## src/rtl/mult_pkg.sv

```systemverilog
// Shared definitions for the serial shift-add multiplier controller:
// FSM encoding, default operand width and operand byte-phase constants.
package mult_pkg;

  localparam int DEFAULT_WIDTH = 16;

  localparam logic [1:0] PH_A_LO = 2'd0;
  localparam logic [1:0] PH_A_HI = 2'd1;
  localparam logic [1:0] PH_B_LO = 2'd2;
  localparam logic [1:0] PH_B_HI = 2'd3;

  typedef enum logic [2:0] {
    S_IDLE    = 3'd0,
    S_CAPTURE = 3'd1,
    S_PREP    = 3'd2,
    S_RUN     = 3'd3,
    S_FIX     = 3'd4,
    S_DONE    = 3'd5
  } state_t;

endpackage

```

## src/rtl/shift_add_dp.sv

```systemverilog
// Shift-add multiplier datapath: one multiplier bit per step, with an
// in-place two's-complement negation of the packed {acc, multiplier} result.
module shift_add_dp #(
  parameter int WIDTH = 16
) (
  input  logic               clk,
  input  logic               rst,
  input  logic               load,
  input  logic               step,
  input  logic               fix_neg,
  input  logic [WIDTH-1:0]   mcand_in,
  input  logic [WIDTH-1:0]   mplier_in,
  output logic               last,
  output logic [2*WIDTH:0]   result
);

  localparam int CW = $clog2(WIDTH);

  logic [WIDTH-1:0] mcand;
  logic [WIDTH-1:0] mplier;
  logic [WIDTH:0]   acc;
  logic [CW-1:0]    cnt;
  logic [WIDTH:0]   sum;

  always_comb begin
    sum = acc;
    if (mplier[0]) begin
      sum = acc + {1'b0, mcand};
    end else begin
      sum = acc;
    end
  end

  // acc[WIDTH] is always 0 after a shift, so {acc, mplier} is {0, product} once RUN ends
  always_ff @(posedge clk or negedge rst) begin
    if (!rst) begin
      mcand  <= '0;
      mplier <= '0;
      acc    <= '0;
      cnt    <= '0;
    end else if (load) begin
      mcand  <= mcand_in;
      mplier <= mplier_in;
      acc    <= '0;
      cnt    <= CW'(WIDTH - 1);
    end else if (step) begin
      acc    <= {1'b0, sum[WIDTH:1]};
      mplier <= {sum[0], mplier[WIDTH-1:1]};
      cnt    <= cnt - CW'(1);
    end else if (fix_neg) begin
      {acc, mplier} <= -{acc, mplier};
    end
  end

  assign last   = (cnt == '0);
  assign result = {acc, mplier};

endmodule

```

## src/rtl/mult_sequencer.sv

```systemverilog
// Operand capture from the byte-wide switch bus, multiply sequencing and
// registered result hand-off (data_out/set) to the display formatter.
module mult_sequencer
  import mult_pkg::*;
#(
  parameter int WIDTH = DEFAULT_WIDTH
) (
  input  logic                          clk,
  input  logic                          rst,
  input  logic                          ctrl,
  input  logic [7:0]                    data_in,
  input  logic                          signed_mode,
  output logic [2*WIDTH:0]              data_out,
  output logic                          set,
  output logic                          busy,
  output logic [$clog2(WIDTH/4)-1:0]    phase
);

  localparam int NBYTES = WIDTH / 4;
  localparam int PW     = $clog2(NBYTES);
  localparam logic [PW-1:0] PH_LAST = PW'(NBYTES - 1);

  state_t state;
  state_t state_nx;

  logic               ctrl_q;
  logic               ctrl_ev;
  logic               cap_en;
  logic               cap_last;
  logic [2*WIDTH-1:0] ops;
  logic               sgn;
  logic               neg;
  logic [WIDTH-1:0]   opa;
  logic [WIDTH-1:0]   opb;
  logic [WIDTH-1:0]   mag_a;
  logic [WIDTH-1:0]   mag_b;
  logic               load;
  logic               step;
  logic               fix_neg;
  logic               last;
  logic [2*WIDTH:0]   result;

  assign ctrl_ev = ctrl & ~ctrl_q;
  assign opa     = ops[WIDTH-1:0];
  assign opb     = ops[2*WIDTH-1:WIDTH];

  // Unsigned negation maps the most negative value onto its own magnitude
  always_comb begin
    mag_a = opa;
    mag_b = opb;
    if (sgn && opa[WIDTH-1]) begin
      mag_a = -opa;
    end else begin
      mag_a = opa;
    end
    if (sgn && opb[WIDTH-1]) begin
      mag_b = -opb;
    end else begin
      mag_b = opb;
    end
  end

  always_comb begin
    state_nx = state;
    cap_en   = 1'b0;
    cap_last = 1'b0;
    load     = 1'b0;
    step     = 1'b0;
    fix_neg  = 1'b0;
    case (state)
      S_IDLE, S_CAPTURE: begin
        if (ctrl_ev) begin
          cap_en = 1'b1;
          if (phase == PH_LAST) begin
            cap_last = 1'b1;
            state_nx = S_PREP;
          end else begin
            state_nx = S_CAPTURE;
          end
        end else begin
          state_nx = state;
        end
      end
      S_PREP: begin
        load     = 1'b1;
        state_nx = S_RUN;
      end
      S_RUN: begin
        step = 1'b1;
        if (last) begin
          state_nx = S_FIX;
        end else begin
          state_nx = S_RUN;
        end
      end
      S_FIX: begin
        fix_neg  = neg;
        state_nx = S_DONE;
      end
      S_DONE: begin
        state_nx = S_IDLE;
      end
      default: begin
        state_nx = S_IDLE;
      end
    endcase
  end

  always_ff @(posedge clk or negedge rst) begin
    if (!rst) begin
      state  <= S_IDLE;
      ctrl_q <= 1'b0;
    end else begin
      state  <= state_nx;
      ctrl_q <= ctrl;
    end
  end

  // Operand bytes, capture phase and the mode/sign flags for the pending multiply
  always_ff @(posedge clk or negedge rst) begin
    if (!rst) begin
      ops   <= '0;
      phase <= PW'(PH_A_LO);
      sgn   <= 1'b0;
      neg   <= 1'b0;
    end else begin
      for (int i = 0; i < NBYTES; i++) begin
        if (cap_en && (phase == PW'(i))) begin
          ops[i*8 +: 8] <= data_in;
        end
      end
      if (cap_last) begin
        phase <= PW'(PH_A_LO);
        sgn   <= signed_mode;
      end else if (cap_en) begin
        phase <= phase + PW'(1);
      end
      if (load) begin
        neg <= sgn & (opa[WIDTH-1] ^ opb[WIDTH-1]);
      end
    end
  end

  always_ff @(posedge clk or negedge rst) begin
    if (!rst) begin
      data_out <= '0;
      set      <= 1'b0;
      busy     <= 1'b0;
    end else begin
      set <= (state == S_DONE);
      if (state == S_DONE) begin
        data_out <= result;
      end
      if (cap_last) begin
        busy <= 1'b1;
      end else if (set) begin
        busy <= 1'b0;
      end
    end
  end

  shift_add_dp #(
    .WIDTH(WIDTH)
  ) u_dp (
    .clk       (clk),
    .rst       (rst),
    .load      (load),
    .step      (step),
    .fix_neg   (fix_neg),
    .mcand_in  (mag_a),
    .mplier_in (mag_b),
    .last      (last),
    .result    (result)
  );

endmodule

```

## config.mk

```make
export PLATFORM = sky130hd
export DESIGN_NAME = mult_sequencer
export DESIGN_NICKNAME = d
export VERILOG_FILES = /design/src/rtl/mult_pkg.sv /design/src/rtl/shift_add_dp.sv /design/src/rtl/mult_sequencer.sv
export SDC_FILE = /design/constraint.sdc
export NUM_CORES = 1
export LEC_CHECK = 0
export ABC_AREA = 0
export CORE_ASPECT_RATIO = 2
export CORE_MARGIN = 4
export CORE_UTILIZATION = 55
export DETAILED_ROUTE_END_ITERATION = 6
export GPL_TIMING_DRIVEN = 0
export PLACE_DENSITY = 0.75
export SLEW_MARGIN = 10
export SYNTH_ARGS = -nofsm -noshare
export SYNTH_HDL_FRONTEND = slang
export SYNTH_SLANG_ARGS = --single-unit
```

## constraint.sdc

```tcl
create_clock -name clk -period 5.5 [get_ports clk]
set_input_delay 1.1 -clock clk [delete_from_list [all_inputs] [get_ports clk]]
set_output_delay 1.1 -clock clk [all_outputs]
set_load 0.01 [all_outputs]
```

==> results_dict.tcl <==
set metrics [dict create \
    status "finished, violations left" \
    violations "design-rule violations" \
    yosys-top-cells-count "dfrtp_1, nand2_1, mux2_2, nor2_1, o21ai_0" \
    max_cap_viol_count 0 \
    worst_ep_required_time_ns 5.79 \
    async_reset_ff_share_pct 100 \
    min_path_cells 2 \
    start_util_pct 56.3 \
    vias_per_cell 6.22 \
    utilization_pct 66.1 \
    clock_sinks 128 \
    synth_top_area_share_pct 43.6 \
    synth_edf_count 0 \
    synth.cell_area_mm2 0.00735 \
    wl_per_cell_um 19.5 \
    final.min_clock_period_ns 3.43 \
    drt_wl_total_um 19100 \
    synthDistinctLibCells 73 \
    post_cts_resized 0 \
    dr_total_vias 6088 \
    setup_viol 0 \
    post_cts_buffers 0 \
    worst_slew_pin_slew_ns 0.904 \
    finalMaxSlewViolations 0 \
    area_growth_pct 17.5 \
    worstHoldPathType "register to register" \
    diodes 0 \
    rsz0062_at_grt "no" \
    relSlewSlack_pct 39.4 \
    r2r_cells 11 \
    ctsHoldBuffers 0 \
    grt_pass1_wl_um 31600 \
    syn-num-nets 786 \
    clockBufferDepth 2 \
    synth_warnings 0 \
    fin_area_mm2 0.00864 \
    ios 49 \
    num_rows 59 \
    drt_iter0_drc 390 \
    dp_hpwl_um 14400 \
    overflow 0 \
    cp-start-kind "register" \
    ys.flop_type "dfrtp_1" \
    nets 854 \
    clk-insertion-delay-late_ns 0.41 \
    cts_inserted_buffers 17 \
    grt.total_usage_pct 25.8 \
    clk_pin_slew_ns 0.06 \
    skew_ns 0.00723 \
    firstDrtPassIters 7 \
    die_h_um 172 \
    netlist_top_cells_area "dfrtp_1, mux2_2, ha_1, nand2_1, o21ai_0" \
    crit_arrival_ns 3.71 \
    crit_type "register to register" \
    leakage_nw 3.73 \
    cts-htree-levels 4 \
    vdd_ir_drop_max_mv 0.364 \
    synth_top_area_cell "dfrtp_1" \
    grt_pass1_vias 6278 \
    grt_max_degree 95 \
    antenna_found_initial 0 \
    antenna_left 0 \
    ys_seq_area_share_pct 43.6 \
    die_w_um 89.8 \
    portBuffers 48 \
    cts_tree "yes" \
    drive_above_1_share_pct 13.7 \
    yosysMostFrequentCell "dfrtp_1" \
    gp_congestion 0.945 \
    root_buffer "clkbuf_16" \
    netlist_instances 749 \
    place_ws_ns 2.11 \
    endpoint_kind "register" \
    syn_avg_cell_area_um2 9.82 \
    power_density_mw_per_mm2 595 \
    fin_crit_sh_pct 62.3 \
    path_max_fanout 10 \
    dpl_cell_area_mm2 0.00805 \
    finalHoldViolCount 0 \
    fmax_ghz 0.292 \
    drc 4 \
    core_area_mm2 0.0131 \
    synth-seq-cells 128 \
    fin_ws_ns 2.07 \
    dieArea_mm2 0.0154 \
]
==> final cells by class <==
type	instances	area [um^2]
repair buffers	49	509
flip-flops and latches	128	3200
fillers	1065	4430
inverters	21	78.8
clock buffers	23	478
well taps	152	190
multi-input cells	567	3910
plain buffers	33	164
clock inverters	6	108
==> kinds of logic after synthesis <==
family | after synthesis | synth area share, %
DFF | 128 | 43.6
AOI/OAI and AO/OA | 200 | 16.8
muxes | 70 | 10.6
buffers and inverters | 54 | 3.30
xor gates and xnor gates | 54 | 6.43
adders and majority gates | 25 | 4.36
and+or+nand+nor | 218 | 14.9
==> critical path, stage by stage (launching register included) <==
cell,delay (ns)
dfrtp_1,0.37
buf_6,0.15
inv_1,0.18
clkbuf_1,0.45
ha_1,0.29
or3b_1,0.43
nor3_1,0.26
clkbuf_1,0.44
nand4_1,0.17
nor3b_1,0.19
a211oi_1,0.28
a21oi_1,0.09
==> final timing paths <==
check / start / endpoint / slack (ns)
worst max-delay path: u_dp.mplier[0] / u_dp.acc[8] / 2.07
worst min-delay path: data_out[32] / data_out[32] / 0.48
worst max register to register: u_dp.mplier[0] / u_dp.acc[8] / 2.07
worst min register to register: data_out[32] / data_out[32] / 0.48
max in group asynchronous: rst / u_dp.mcand[11] / 4.16
min in group asynchronous: rst / u_dp.mplier[5] / 0.58
==> metal layers <==
layer  share of wire, %  wire length [um]  global-route usage (%)  vias to the layer above
li1                   -                 -                       -                     2849
met1                 38              7310                    28.0                     2951
met2                 53             10100                    48.2                      219
met3                3.8               736                    3.41                       69
met4                5.0               948                    14.7                        0
met5                  0                 0                       0                        -
==> report_power, final <==
group          internal (mW)  total (mW)  switching, mW
combinational           1.01        2.25           1.24
sequential              1.32        1.76          0.436
clock                  0.739        1.13          0.391
total                   3.07        5.14           2.07
==> through the flow <==
stage	hold WS (ns)	instances	power (mW)	setup TNS, ns
3_5_place_dp	0.466	950	3.98	0
2_1_floorplan	0.454	749	3.25	0
3_3_place_gp	0.463	949	3.87	-178.16
5_1_grt	0.510	979	5.49	0
4_1_cts	0.481	979	5.13	0
6_report	0.476	979	5.14	0
==> layout by cell type (no fill, tap or decap), drive strengths merged, types with 5 or more instances in the layout <==
master,count
or4,6
mux2,65
o22ai,12
nand3,10
nand2,80
ha,24
clkbuf,51
dfrtp,128
clkdlybuf4s50,47
mux2i,5
o21ai,71
a21oi,46
and3,5
o31ai,6
buf,7
or2,5
nor3,14
nor4,5
xor2,26
inv,21
xnor2,28
a211oi,11
nor2,59
nand2b,5
or3,6
a31oi,8
o31a,5
o221ai,5
==> sequential cells by signal, indices dropped and copies added (netlist names), 2 cells and up <==
register	count
state	3
u_dp.acc	17
data_out	33
ops	32
u_dp.mcand	16
phase	2
u_dp.mplier	16
u_dp.cnt	4
Note: power is estimated with default switching activity, not from simulation.
